**src/rtl/phase_accumulator.sv**
```systemverilog
// Phase accumulator for a wavetable oscillator: per-sample phase
// stepping with note start/retrigger/release and a shadowed tune word.
module phase_accumulator #(
  parameter int ACC_WIDTH   = 24,
  parameter int PHASE_WIDTH = 16
) (
  input  logic                   clk,
  input  logic                   reset,
  input  logic                   sample_tick,
  input  logic [ACC_WIDTH-1:0]   tune_word,
  input  logic                   tune_valid,
  output logic                   tune_ready,
  input  logic                   note_on,
  input  logic                   note_off,
  output logic [PHASE_WIDTH-1:0] phase,
  output logic                   phase_valid,
  output logic                   active
);

  typedef enum logic [1:0] {
    IDLE,
    RUN,
    STOPPING
  } state_t;

  state_t                 state, state_n;
  logic [ACC_WIDTH-1:0]   acc, acc_n;
  logic [ACC_WIDTH-1:0]   inc, inc_n;
  logic [ACC_WIDTH-1:0]   shadow, shadow_n;
  logic                   pending, pending_n;
  logic [PHASE_WIDTH-1:0] phase_n;
  logic                   phase_valid_n;
  logic [ACC_WIDTH-1:0]   inc_eff;
  logic [ACC_WIDTH:0]     sum;
  logic [PHASE_WIDTH-1:0] acc_top;

  assign tune_ready = !pending;
  assign active     = (state != IDLE);
  assign acc_top    = acc[ACC_WIDTH-1 -: PHASE_WIDTH];

  always_ff @(posedge clk or posedge reset) begin
    if (reset) begin
      state       <= IDLE;
      acc         <= '0;
      inc         <= '0;
      shadow      <= '0;
      pending     <= 1'b0;
      phase       <= '0;
      phase_valid <= 1'b0;
    end else begin
      state       <= state_n;
      acc         <= acc_n;
      inc         <= inc_n;
      shadow      <= shadow_n;
      pending     <= pending_n;
      phase       <= phase_n;
      phase_valid <= phase_valid_n;
    end
  end

  always_comb begin
    // a pending tune word takes effect on the very tick that loads it
    inc_eff       = pending ? shadow : inc;
    sum           = {1'b0, acc} + {1'b0, inc_eff};
    state_n       = state;
    acc_n         = acc;
    inc_n         = inc;
    shadow_n      = shadow;
    pending_n     = pending;
    phase_n       = phase;
    phase_valid_n = 1'b0;

    unique case (state)
      IDLE: begin
        if (note_on) begin
          acc_n   = '0;
          state_n = RUN;
        end
      end
      RUN: begin
        if (note_on) begin
          acc_n = '0;
          if (sample_tick) begin
            phase_n       = '0;
            phase_valid_n = 1'b1;
            acc_n         = inc_eff;
          end
        end else begin
          if (sample_tick) begin
            phase_n       = acc_top;
            phase_valid_n = 1'b1;
            acc_n         = sum[ACC_WIDTH-1:0];
          end
          if (note_off) state_n = STOPPING;
        end
      end
      STOPPING: begin
        if (sample_tick) begin
          phase_n       = acc_top;
          phase_valid_n = 1'b1;
          acc_n         = sum[ACC_WIDTH-1:0];
        end
        // release completes at the end of the current cycle of the wave
        if (note_on) begin
          state_n = RUN;
        end else if (sample_tick && sum[ACC_WIDTH]) begin
          acc_n   = '0;
          state_n = IDLE;
        end
      end
      default: state_n = IDLE;
    endcase

    if (pending && (state == IDLE || sample_tick)) begin
      inc_n     = shadow;
      pending_n = 1'b0;
    end else if (tune_valid && !pending) begin
      shadow_n  = tune_word;
      pending_n = 1'b1;
    end
  end

endmodule

```
**config.mk**
```make
export PLATFORM = sky130hd
export DESIGN_NAME = phase_accumulator
export DESIGN_NICKNAME = d
export VERILOG_FILES = /design/src/rtl/phase_accumulator.sv
export SDC_FILE = /design/constraint.sdc
export NUM_CORES = 1
export LEC_CHECK = 0
export ABC_AREA = 1
export CAP_MARGIN = 10
export CORE_UTILIZATION = 35
export DETAILED_ROUTE_END_ITERATION = 6
export PLACE_DENSITY = 0.61
export SKIP_CTS_REPAIR_TIMING = 1
export SKIP_LAST_GASP = 1
export SLEW_MARGIN = 20
export SYNTH_ARGS = -nofsm -noshare
export SYNTH_HDL_FRONTEND = slang
export SYNTH_SLANG_ARGS = --single-unit
```
**constraint.sdc**
```tcl
create_clock -name clk -period 3 [get_ports clk]
set_input_delay 0.3 -clock clk [delete_from_list [all_inputs] [get_ports clk]]
set_output_delay 0.3 -clock clk [all_outputs]
set_load 0.005 [all_outputs]
```
======== After elaboration in Yosys (flattened, before gate mapping) ========
Cells that the tools add are included.
storage, ports and cells
  register bits after elaboration ......... 92
  output and inout port bits .............. 19
  input port bits ......................... 30
  word-level logic and storage cells ...... 53
cells by class
  reduce and logical (&&, ||, !) cells .... 15
  equality and inequality tests ........... 7
  $add $sub $neg .......................... 1
  bitwise operators ....................... 1
  mux-type cells .......................... 22
operators by type and width
  cell                number
  $mux 24             7
  $pmux 24 s3         1
  $mux 16             3
  $pmux 16 s2         1
  $add 24x24->25      1
  $mux 2              5
  $ne 2x2->1 const B  3
  $ne 3x3->1 const B  2
  $pmux 2 s3          1
  $reduce_and 2->1    3
  $reduce_bool 2->1   3
  $mux 1              4
  $reduce_and 4->1    1
  $logic_and 1x1->1   3
  $reduce_bool 3->1   1
  $eq 2x1->1 const B  1
  $eq 2x2->1 const B  1
  $logic_not 2->1     1
  $reduce_or 2->1     1
  $logic_not 1->1     1
  $logic_or 1x1->1    1
  $not 1->1           1

======== Depth between registers and ports, before layout ========
  depth after elaboration ................. 6
  depth in mapped cells ................... 20
  mapped depth without buffers ............ 18

======== Least setup slack after synthesis ========
OpenSTA, ideal clock, no wires.
  kind .................................... reg2reg
  start point ............................. register pending
  end point ............................... register acc[7]
  arrival time ............................ 2.512 ns
  buffers on the path ..................... 3
  setup time .............................. 0.066 ns
  cell stages (with the launch flop) ...... 18
  period minus slack after synthesis ...... 2.578 ns
  required time ........................... 2.934 ns
  slack ................................... 0.422 ns
  cell sequence ........................... dfrtp_1 buf_2 clkbuf_1 o21ai_0 ha_1 fa_1 nand3_1 nand3_2 nand2_1 nand2_2 nand2_1 nand3_2 nand3_4 nand2_4 buf_8 nand2_1 nand3_1 nand2_1
between the ends
  word-level cells in the longest chain between the ends .. 6
  elaborated cells on any way between the ends .. 9
  classes of those cells .................. add/sub (1); mux (7); reduce/logical (1)
RTL lines
  item                                                 RTL line  RTL
  start: declaration                                   30        logic pending, pending_n;
  start signal: assignment                             55        pending <= pending_n;
  $mux 24 (*)                                          63        inc_eff = pending ? shadow : inc;
  $add 24x24->25                                       64        sum = {1'b0, acc} + {1'b0, inc_eff};
  $mux 24 / $logic_and 1x1->1 (equally long branches)  98, 106
  $mux 24                                              106       end else if (sample_tick && sum[ACC_WIDTH]) begin
  $mux 24                                              104       if (note_on) begin
  $pmux 24 s3 (*)                                      73        unique case (state)
  end signal: assignment                               52        acc <= acc_n;
  end: declaration                                     27        logic [ACC_WIDTH-1:0] acc, acc_n;
Mark *: on every way between the ends. The rest lies on a longest branch, timed or not.
A chain may end at the register's enable or synchronous reset.

======== Worst setup path after layout ========
  start point ............................. register pending
  end point ............................... register acc[17]
The elaborated chain is that of the path after synthesis.

==> flow_summary.ini <==
[clocking]
cts_made_buffers = 9
cts_root_buf = clkbuf_16
h-tree-depth = 3
path_clk_slew_ns = 0.07
cts_tree = built
clk_path_buf_depth = 2
clkSinkCount = 92
clk_latency_ns = 0.35

[status]
outcome = finished, final reports clean

[setup_path]
crit_chain = buf_4 > o21ai_0 > ha_1 > nand2_1 > nor2_1 > nand3_1 > nand3_1 > nand2_1 > nand2_1 > nand2_1 > nand3_1 > nand2_1 > nand3_1 > nand2_1
path_max_fanout = 20
r2r_cells = 14
crit_buf_inv = 1
cpMaxStageDelayCell = o21ai_0
critPathKind = flop to flop
critical_path_arrival_ns = 3.04
timing.rr.end = acc[17]
path_common_cell = nand2_1
crit_path_end_kind = flop
crit_required_ns = 3.24
cp-start-kind = flop
timing.rr.start = pending
reg2reg_slack_ns = 0.20
worst_setup_path_startpoint = pending
crit_family = simple AND/OR/NAND/NOR gates
critPathMaxStageDelay_ns = 0.49

[power_and_ir_drop]
power_frac_seq_pct = 26.8
worst_ir_drop_vdd_mv = 0.634
power.internal_uw = 4260
p_leak_uw = 0.00422
p_per_area_mw_per_mm2 = 1060
p_sw_uw = 3900
pwr-share-comb_pct = 59.5
clockPowerShare_pct = 13.8
swShare_pct = 47.8

[place]
placed_area_sq_mm = 0.00741
io_buffers = 48
dp_hpwl_mm = 13.3
place_congestion = 0.930

[floorplanning]
core_sq_mm = 0.0182
rows = 49
fp.dieH_um = 139
fp.dieW_um = 139
num_io_pins = 49
die_area_sq_mm = 0.0194
initial_core_util_pct = 36.2

[global_route]
grt_max_degree = 43
grt_pass1_wl_mm = 29.5
grt_overflow = 0
antenna_found_initial = 0
grt_pass1_vias = 5967
grtUsageTotal_pct = 18.9

[synth]
synth_top_area_share_pct = 34.9
yosysMostFrequentCell = nand2_1
synthesis.nets = 1050
synth_ff_type = dfrtp_1
netlist_instances = 990
synthTopCellsByArea = dfrtp_1 35%, nand2_1 20%, inv_1 9.8%
ys_seq_area_share_pct = 34.9
syn_area_sq_mm = 0.00660
synth_edf_count = 0
ys_async_sr_fraction_pct = 100
synthTopCellsByCount = 348 x nand2_1, 172 x inv_1, 92 x dfrtp_1, 87 x o21ai_0, 66 x nand3_1
ys_ff_latch = 92
synth_area_leader_cell = dfrtp_1
ys_warn_count = 0
synth.avg_cell_area_sq_um = 6.66
synth_cell_types = 37

[detailed_routing]
dr.first_iter.drc_count = 391
routed.top_layer = met4
viasPerCell = 4.86
ant_nets = 0
routed_wl_mm = 17.3
wl_met3_um = 639
num_vias = 6183
dr.pass1.iters = 5
dr_wl_met2_mm = 7.76
wl_met1_mm = 8.52
avgRoutedWirePerCell_um = 13.6
drc = 0

[sta]
setup_viol = 0
tightest_slew_ns = 0.569
max_freq_mhz = 357
finalCritPeriodShare_pct = 93.2
slew_headroom_pct = 61.6
hold_violations = 0
finalCriticalPeriod_ns = 2.80
grt_setup_unrepaired = false
setup_tns_ns = 0
holdWs_ns = 0.340
drv_slew = 0
clock_skew_ns = 0.0108

[layout]
fill_cells = 1888
n_antenna_cell = 0
layout-drive-gt1-share_pct = 8.24
fin_area_sq_mm = 0.00769
fin_nets = 1099
area_delta_synth_final_pct = 16.6

[flow_run]
cap_violations = 0

[worst_hold_path]
hold_class = primary input to async pin
sequential cells by signal (all words and copies together) (netlist names):
signal / count
shadow: 24
state: 2
acc: 24
phase: 16
phase_valid: 1
pending: 1
inc: 24
final cells by class:
cell class	count	area (sq um)	area share, %
Tap cell	229	287	3.72
Multi-Input combinational cell	685	3470	45.1
Clock buffer	10	239	3.11
Timing Repair Buffer	73	681	8.85
Inverter	178	671	8.72
Sequential cell	92	2300	29.9
Clock inverter	6	46.3	0.602
stage by stage:
stage	std cells	setup WS (ns)	power (uW)	util [%]
after floorplan	990	0.308	5470	-
after global placement	1257	0.285	6950	40.7
after detailed placement	1257	0.251	7020	40.7
after CTS	1273	0.247	8180	42.2
after global routing	1273	0.00538	8950	42.2
final	1273	0.203	8150	42.2
worst register-to-register path: stages, from the launching register on:
cell and delay [ns]:
dfrtp_1 0.40, buf_4 0.20, o21ai_0 0.49, ha_1 0.28
nand2_1 0.12, nor2_1 0.33, nand3_1 0.22, nand3_1 0.16
nand2_1 0.09, nand2_1 0.06, nand2_1 0.04, nand3_1 0.11
nand2_1 0.07, nand3_1 0.06, nand2_1 0.05
cells in the final DEF, fill, tap and decap left out, drive strengths merged, types with 5 or more instances in the layout:
cell / synthesis / routed
nand2: 353 / 353
inv: 177 / 180
o21ai: 99 / 99
dfrtp: 92 / 92
nand3: 69 / 69
clkdlybuf4s50: 0 / 48
nor2: 32 / 32
a21oi: 30 / 30
ha: 29 / 29
buf: 18 / 25
mux2: 20 / 20
o22ai: 18 / 18
clkbuf: 17 / 10
nand3b: 9 / 9
nand4: 7 / 7
or2: 5 / 5
per-layer routing:
metal,GRT usage (%),up-vias
met3,1.96,20
met1,26.3,2829
li1,-,3207
met5,0,-
met4,6.84,0
met2,30.4,127
power groups by stage:
stage	Sequential [uW]	Combinational (uW)	Clock, uW
after global routing	2260	5490	1200
after global placement	2190	4750	0
final	2180	4850	1120
after floorplan	2090	3380	0
after CTS	2190	4840	1150
after detailed placement	2210	4810	0
worst max path at each step:
stage / to / cells after the start
after CTS: acc[17] / 14
final: acc[17] / 14
after detailed placement: acc[17] / 14
after global placement: acc[17] / 14
after floorplan: acc[0] / 1
after global routing: acc[9] / 17
kinds of logic (layout without fill, tap and decap cells):
family | Yosys count | after routing | share of synthesized area [%]
XOR/XNOR | 3 | 3 | 0.398
flip-flops | 92 | 92 | 34.9
AO/OA/AOI/OAI | 154 | 154 | 12.5
adder cells (fa/ha/maj) | 30 | 30 | 5.80
buffers and inverters | 213 | 267 | 12.6
multiplexers | 20 | 20 | 3.41
AND/OR/NAND/NOR | 478 | 478 | 30.3
Note: power is estimated with default switching activity, not from simulation.
